[src/rtl/conv_mac_stream.sv]
// rtl/conv_mac_stream.sv - streaming multiply-accumulate engine, one convolution sum per kernel window
module conv_mac_stream #(
    parameter int DATA_W   = 8,
    parameter int TAPS     = 36,
    parameter int CHANNELS = 1,
    parameter int SUM_W    = 22,
    parameter int SIGNED   = 0,
    parameter int SATURATE = 1
) (
    input  logic              clk,
    input  logic              rst,
    input  logic              enable,
    output logic              packetRead,
    input  logic [DATA_W-1:0] image,
    input  logic [DATA_W-1:0] pattern,
    input  logic              relu_en,
    output logic [SUM_W-1:0]  convSum,
    output logic              sumValid,
    input  logic              sumReady
);

    localparam int N      = TAPS * CHANNELS;
    localparam int CNT_W  = $clog2(N + 1);
    localparam int PROD_W = 2 * DATA_W;
    // Working width covers the larger of accumulator and product plus headroom for overflow detection
    localparam int EXT_W  = ((SUM_W > PROD_W) ? SUM_W : PROD_W) + 2;
    localparam logic SGN  = (SIGNED != 0);
    localparam logic SAT  = (SATURATE != 0);

    localparam logic [EXT_W-1:0] ONE     = EXT_W'(1);
    localparam logic [EXT_W-1:0] MAX_EXT = SGN ? ((ONE << (SUM_W - 1)) - ONE) : ((ONE << SUM_W) - ONE);
    localparam logic [EXT_W-1:0] MIN_EXT = SGN ? ~((ONE << (SUM_W - 1)) - ONE) : '0;

    typedef enum logic [1:0] {S_IDLE, S_ACCUM, S_DRAIN, S_OUT} state_t;

    state_t             state_q, state_d;
    logic [CNT_W-1:0]   cnt_q, cnt_d;
    logic [1:0]         drain_q, drain_d;
    logic [PROD_W-1:0]  prod_q, prod_d;
    logic               prod_vld_q, prod_vld_d;
    logic [SUM_W-1:0]   acc_q, acc_d;
    logic               sat_q, sat_d;
    logic               relu_q, relu_d;
    logic [SUM_W-1:0]   sum_q, sum_d;
    logic               valid_q, valid_d;

    logic               accept;
    logic [PROD_W-1:0]  mul_s, mul_u;
    logic [EXT_W-1:0]   acc_ext, prod_ext, sum_ext;
    logic               ovf_hi, ovf_lo;
    logic [SUM_W-1:0]   result;

    assign accept = enable && (state_q == S_ACCUM);

    assign mul_u = {{DATA_W{1'b0}}, image} * {{DATA_W{1'b0}}, pattern};
    assign mul_s = $signed({{DATA_W{image[DATA_W-1]}}, image}) *
                   $signed({{DATA_W{pattern[DATA_W-1]}}, pattern});

    assign acc_ext  = {{(EXT_W - SUM_W){SGN & acc_q[SUM_W-1]}}, acc_q};
    assign prod_ext = {{(EXT_W - PROD_W){SGN & prod_q[PROD_W-1]}}, prod_q};
    assign sum_ext  = acc_ext + prod_ext;

    always_comb begin
        ovf_hi = 1'b0;
        ovf_lo = 1'b0;
        if (SGN) begin
            ovf_hi = $signed(sum_ext) > $signed(MAX_EXT);
            ovf_lo = $signed(sum_ext) < $signed(MIN_EXT);
        end else begin
            ovf_hi = sum_ext > MAX_EXT;
        end
    end

    // ReLU acts on the already-saturated accumulator
    assign result = (SGN && relu_q && acc_q[SUM_W-1]) ? '0 : acc_q;

    always_comb begin
        state_d    = state_q;
        cnt_d      = cnt_q;
        drain_d    = drain_q;
        prod_d     = prod_q;
        prod_vld_d = accept;
        acc_d      = acc_q;
        sat_d      = sat_q;
        relu_d     = relu_q;
        sum_d      = sum_q;
        valid_d    = valid_q;

        if (accept) begin
            prod_d = SGN ? mul_s : mul_u;
        end

        // Once clamped, the window result stays pinned at the bound
        if (prod_vld_q && !sat_q) begin
            if (SAT && ovf_hi) begin
                acc_d = MAX_EXT[SUM_W-1:0];
                sat_d = 1'b1;
            end else if (SAT && ovf_lo) begin
                acc_d = MIN_EXT[SUM_W-1:0];
                sat_d = 1'b1;
            end else begin
                acc_d = sum_ext[SUM_W-1:0];
            end
        end

        case (state_q)
            S_IDLE: begin
                state_d = S_ACCUM;
            end
            S_ACCUM: begin
                if (accept) begin
                    cnt_d = cnt_q + CNT_W'(1);
                    if (cnt_q == '0) begin
                        relu_d = relu_en;
                    end
                    if (cnt_q == CNT_W'(N - 1)) begin
                        state_d = S_DRAIN;
                        drain_d = '0;
                    end
                end
            end
            S_DRAIN: begin
                drain_d = drain_q + 2'd1;
                if (drain_q == 2'd2) begin
                    state_d = S_OUT;
                    sum_d   = result;
                    valid_d = 1'b1;
                end
            end
            S_OUT: begin
                if (sumReady) begin
                    valid_d = 1'b0;
                    acc_d   = '0;
                    cnt_d   = '0;
                    sat_d   = 1'b0;
                    state_d = S_ACCUM;
                end
            end
            default: begin
                state_d = S_IDLE;
            end
        endcase
    end

    always_ff @(posedge clk or posedge rst) begin
        if (rst) begin
            state_q    <= S_IDLE;
            cnt_q      <= '0;
            drain_q    <= '0;
            prod_q     <= '0;
            prod_vld_q <= 1'b0;
            acc_q      <= '0;
            sat_q      <= 1'b0;
            relu_q     <= 1'b0;
            sum_q      <= '0;
            valid_q    <= 1'b0;
        end else begin
            state_q    <= state_d;
            cnt_q      <= cnt_d;
            drain_q    <= drain_d;
            prod_q     <= prod_d;
            prod_vld_q <= prod_vld_d;
            acc_q      <= acc_d;
            sat_q      <= sat_d;
            relu_q     <= relu_d;
            sum_q      <= sum_d;
            valid_q    <= valid_d;
        end
    end

    assign packetRead = (state_q == S_ACCUM);
    assign convSum    = sum_q;
    assign sumValid   = valid_q;

endmodule

[config.mk]
export PLATFORM = sky130hd
export DESIGN_NAME = conv_mac_stream
export DESIGN_NICKNAME = d
export VERILOG_FILES = /design/src/rtl/conv_mac_stream.sv
export SDC_FILE = /design/constraint.sdc
export NUM_CORES = 1
export LEC_CHECK = 0
export BUFFER_PORTS_ARGS = -buffer_cell sky130_fd_sc_hd__buf_2
export CAP_MARGIN = 20
export CORE_UTILIZATION = 45
export CTS_BUF_LIST = sky130_fd_sc_hd__clkbuf_8
export CTS_CLUSTER_DIAMETER = 150
export CTS_CLUSTER_SIZE = 28
export DETAILED_ROUTE_END_ITERATION = 16
export GPL_TIMING_DRIVEN = 0
export MAX_ROUTING_LAYER = met4
export SYNTH_ARGS = -nofsm -noshare
export SYNTH_HDL_FRONTEND = slang
export SYNTH_SLANG_ARGS = --single-unit
[constraint.sdc]
create_clock -name clk -period 3.3 [get_ports clk]
set_clock_uncertainty 0.15 [all_clocks]
set_input_delay 0.33 -clock clk [delete_from_list [all_inputs] [get_ports clk]]
set_output_delay 0.33 -clock clk [all_outputs]
set_load 0.01 [all_outputs]
## Word-level counts from Yosys, hierarchy flattened

Cells that the tools add are included.

| word-level totals | value |
|---|---|
| register bits after elaboration | 73 |
| bits of input ports | 21 |
| output and inout port bits | 24 |
| word-level logic and storage cells | 57 |

| cells by class | value |
|---|---|
| $add $sub $neg | 3 |
| multiply operators | 1 |
| order comparisons | 1 |
| equal/unequal tests | 9 |
| multiplexer cells | 22 |
| reductions and logical operators | 12 |

Operator list:

| kind | count |
|---|---|
| two-way mux 22 bit | 4 |
| adder 22 x 16 -> 23 bit | 1 |
| greater-than comparator 23 x 22 -> 1 bit, second input constant | 1 |
| multiplier 8 x 8 -> 16 bit | 1 |
| two-way mux 2 bit | 6 |
| two-way mux 6 bit | 2 |
| case mux 6 bit (2 select lines) | 1 |
| AND reduction 3 bit | 3 |
| case mux 2 bit (4 select lines) | 1 |
| adder 6 x 1 -> 6 bit, second input constant | 1 |
| == test 2 bit, second input constant | 3 |
| == test 6 bit, second input constant | 1 |
| two-way mux 1 bit | 6 |
| nonzero test 2 bit | 3 |
| inequality test 2 x 1 -> 1 bit, second input constant | 2 |
| inequality test 2 bit, second input constant | 2 |
| case mux 2 bit (2 select lines) | 1 |
| AND reduction 4 bit | 1 |
| adder 2 x 1 -> 2 bit, second input constant | 1 |
| == test 2 x 1 -> 1 bit, second input constant | 1 |
| logical AND 1 bit | 2 |
| logical NOT 2 bit | 1 |
| case mux 1 bit (2 select lines) | 1 |
| AND reduction 2 bit | 1 |
| logical NOT 1 bit | 1 |

## Longest topological paths before layout

| logic depth | value |
|---|---|
| depth in word-level cells | 6 |
| mapped depth | 16 |

## Least setup slack after synthesis

Ideal clock, no wire load.

| timing | value |
|---|---|
| path type | input -> register |
| start | input pattern[4] |
| end | register prod_q[14] |
| library setup time | 137 ps |
| data arrival time | 3807 ps |
| slack | -794 ps |
| stages | 15 |
| buffers on the path | 0 |
| path through | and2_1 > fa_1 > inv_1 > fa_1 > inv_1 > fa_1 > inv_1 > fa_1 > inv_1 > ha_1 > a211oi_1 > o211ai_1 > a31oi_1 > xor2_1 > o21ai_0 |

| on the way | value |
|---|---|
| word-level cells in the longest chain between the ends | 1 |

RTL lines:

| what | line | source |
|---|---|---|
| start, declared | 15 | `input logic [DATA_W-1:0] pattern,` |
| multiplier 8 x 8 -> 16 bit | 55 | `assign mul_u = {{DATA_W{1'b0}}, image} * {{DATA_W{1'b0}}, pattern};` |
| end signal, assigned | 161 | `prod_q <= prod_d;` |
| end, declared | 39 | `logic [PROD_W-1:0] prod_q, prod_d;` |

No other way between the ends.
A chain may end at the register's enable or synchronous reset.

## Worst setup path in the final report

| timing | value |
|---|---|
| start | input image[3] |
| end | register prod_q[10] |

| on the way | value |
|---|---|
| word-level cells in the longest chain between the ends | 1 |

RTL lines:

| what | line | source |
|---|---|---|
| start, declared | 14 | `input logic [DATA_W-1:0] image,` |
| multiplier 8 x 8 -> 16 bit | 55 |  |

No other way between the ends.

==> impl_summary.txt <==
----------------------------------------------------
[Outcome]
  Status ... finished with violations
  Violations in the final reports ... setup timing

[Global route]
  GRT Util Overall ... 0.2110
  Largest net degree at the start of global routing ... 74
  Leftover overflow at the end of global routing ... 0
  First-pass GRT wire length ... 21530 um
  Vias in the first global route ... 4498
  Antenna violations before repair ... 0

[Yosys]
  Yosys reg bits ... 73
  Cell Area, Synth ... 5897 sq um
  Share of flip-flops with an asynchronous set or reset ... 1.000
  Sequential area share after synthesis ... 0.3098
  Top-area cell type share of the netlist area ... 0.3098
  EDFF count, synth ... 0
  Post-Syn Area per Cell ... 9.715 sq um
  Largest family of logic cells by synthesized area ... adder cells
  Synth Area in Compound Gates ... 0.1511
  Top cell type by total area after synthesis ... dfrtp_1
  Synthesized netlist net count ... 723
  Simple-gate share of the synthesized area ... 0.1466
  Synthesized-area fraction occupied by xor and xnor cells ... 0.04159
  Most common library cells after synthesis ... inv_1, dfrtp_1, ha_1, and2_1, nand2_1
  Top_reg_cell synth ... dfrtp_1
  Synthesized instance count ... 607
  Most common cell in the synthesized netlist ... inv_1
  Post-synthesis mux area share ... 0.04753
  Number of distinct library cells after synthesis ... 57
  Warning count from the yosys run ... 0
  Post-Synth Adder-Cell Area ... 0.2487
  Main area contributors after synthesis ... dfrtp_1, fa_1, ha_1

[STA]
  Setup repair after global routing missed its margin ... true
  Final number of hold-violating endpoints ... 0
  Fin crit share ... 1.117
  Hold WS ... 0.02227 ns
  Slew Limit Fails ... 0
  Final number of setup-violating endpoints ... 9
  Final WS setup ... -0.3868 ns
  Rel. slew slack ... 0.4052
  Worst Tran Pin Value ... 0.8922 ns
  Total negative setup slack ... -2.856 ns
  Final Critical Period ... 3.687 ns
  Top achievable clock speed ... 271.2 MHz

[Setup path]
  Startpoint Class ... input pin
  Crit Path Category ... input pin to register
  Arr. time, crit path ... 3.75 ns
  Biggest fanout along the worst timing path ... 8
  RR Endpoint ... acc_q[1]
  Launch instance of the worst register-to-register path ... acc_q[0]
  Worst reg2reg setup slack ... 0.52 ns
  Crit path to ... prod_q[10]
  R2r worst-path depth ... 10
  Startpoint of the worst setup timing path ... image[3]
  Worst Setup End Kind ... register
  Data required time at the worst endpoint ... 3.37 ns

[Final layout]
  Util after Layout ... 0.5477
  Post-layout instance area ... 6968 sq um
  Fraction of layout cells with a size suffix above 1 ... 0.2214
  Net total in the final layout ... 796
  Layout area overhead ... 18.16%
  Total of fill cells in the finished design ... 1175
  Antenna diode count ... 0

[Floorplan]
  Number of placement rows ... 41
  Die width ... 116.5 um
  Die boundary height ... 116.5 um
  Effective utilization at floorplan ... 0.4635
  Die Area ... 13570 sq um
  Core Footprint ... 12720 sq um
  Boundary Pins ... 45

[CTS]
  Sink Count ... 73
  H-tree lvl count ... 3
  CTS clk-pin slew, worst paths ... 0.07 ns
  Num CTS Buffers ... 9
  TritonCTS clock tree ... built
  Total of hold buffers inserted after clock tree synthesis ... 0
  CTS root buf ... clkbuf_8
  Later-pin clock latency in the skew report ... 0.35 ns
  Longest Clk Path Bufs ... 2

[Routing]
  Routed length per placed instance ... 14.41 um
  Total detailed-routing wirelength ... 12310 um
  TritonRoute pass-1 iters ... 4
  DRC violation count after routing ... 0
  Violation count after the first detailed-routing iteration ... 229
  Total number of vias ... 4427
  Antenna Violating Nets Remaining ... 0
  Vias per cell ... 5.184

[Pwr]
  Reported leakage power ... 3.449 nW
  Total power density per cell area ... 834.2 nW/um^2
  IR drop worst, VDD ... 0.0003182 V

[Run]
  MaxCap Viol Count ... 0

[Placed design]
  Gp weighted congestion ... 0.8985
  Placement Setup Slack ... -0.9109 ns
  Placement Cell Area ... 6476 sq um
  Number of port buffers ... 43
  Final HPWL DP ... 9427 um

[Worst hold path]
  Hold Path Class ... input pin to async pin

----------------------------------------------------
critical path: stages:
cell      delay [ns]
buf_4           0.14
and2_1          0.17
fa_1            0.55
fa_1            0.42
fa_1            0.50
inv_1           0.06
fa_1            0.52
inv_1           0.06
ha_4            0.30
o21ai_4         0.08
buf_4           0.13
o21bai_1        0.17
a21oi_1         0.10
xnor2_1         0.16
o21ai_1         0.07
how the worst min path moves through the flow:
stage,from,end,slack [ns],cells after the start
final,rst,convSum[1],0.02,2
after global placement,convSum[1],convSum[1],0.31,2
after floorplan,prod_q[0],prod_q[0],0.31,2
after detailed placement,convSum[1],convSum[1],0.32,2
after CTS,rst,convSum[1],0.05,2
after global routing,rst,convSum[4],0.09,2
cell usage in the layout, fill, tap and decap left out, types with 4 or more instances in the layout:
cell type  synthesis  layout
nor2b_1            5       4
clkbuf_8           0      10
inv_2              0       4
and2_4             0       9
a21oi_1           36      33
o21ai_0           47      36
buf_4              0      20
nor2_1            16      15
and2_1            55      46
nand2_1           49      49
ha_4               0       7
inv_1             74      71
dfrtp_1           73      73
clkbuf_1           5       5
buf_2              0      32
buf_6              1       8
o21ai_1            2      11
and3_1             5       5
a21o_1            11      11
nand3_1            8       8
fa_1              37      35
a31oi_1            5       5
xor2_1            14      14
buf_1              4       4
ha_1              58      49
mux2_2            24      23
xnor2_1           14      14
nand2b_1           7       6
state kept, by name (all words and copies together) (netlist names):
register	cells
cnt_q	6
prod_q	16
convSum	22
drain_q	2
prod_vld_q	1
acc_q	22
sat_q	1
state_q	2
sumValid	1
area by class of cell:
cell class | count | area [sq um] | share of cell area
multi-input cells | 450 | 4011 | 0.5757
clock buffers | 10 | 137.6 | 0.01975
well taps | 172 | 215.2 | 0.03089
flip-flops and latches | 73 | 1827 | 0.2622
clock inverters | 3 | 12.51 | 0.001796
inverters | 74 | 280.3 | 0.04022
repair buffers | 62 | 439.2 | 0.06303
plain buffers | 10 | 45.04 | 0.006464
cell families (layout without fill, tap and decap cells):
group / Yosys count / after routing
AOI/OAI and AO/OA: 138 / 138
xor gates and xnor gates: 28 / 28
adders and majority gates: 95 / 95
buffers and inverters: 84 / 159
DFF: 73 / 73
muxes: 25 / 25
and+or+nand+nor: 164 / 164
report_power, final:
group          switching, mW  total (mW)  internal [mW]
Combinational           2.01        3.74           1.74
Clock                  0.302       0.576          0.274
Sequential             0.264        1.49           1.23
per-stage QoR:
stage / total power, mW / instances
6_report: 5.813 / 854
5_1_grt: 6.387 / 854
4_1_cts: 5.718 / 848
3_5_place_dp: 4.787 / 822
3_3_place_gp: 4.712 / 822
2_1_floorplan: 4.083 / 607
repair_timing:
| item | in CTS | in global routing |
|---|---|---|
| pin swaps | 35 | 12 |
| endpoints found under the setup margin | 9 | 10 |
| resized for setup | 42 | 10 |
| buffers inserted | 13 | 7 |
metal layers:
layer  GRT usage  vias up  wire length (um)  share of wire
met2      0.3590       78              6070           0.49
met5           -        -                 0              0
met1      0.2562     2141              5722           0.46
met3     0.03684       16               317          0.026
met4     0.06068        0               198          0.016
li1            -     2192                 -              -
No activity file was read; power rests on OpenSTA's default activity.
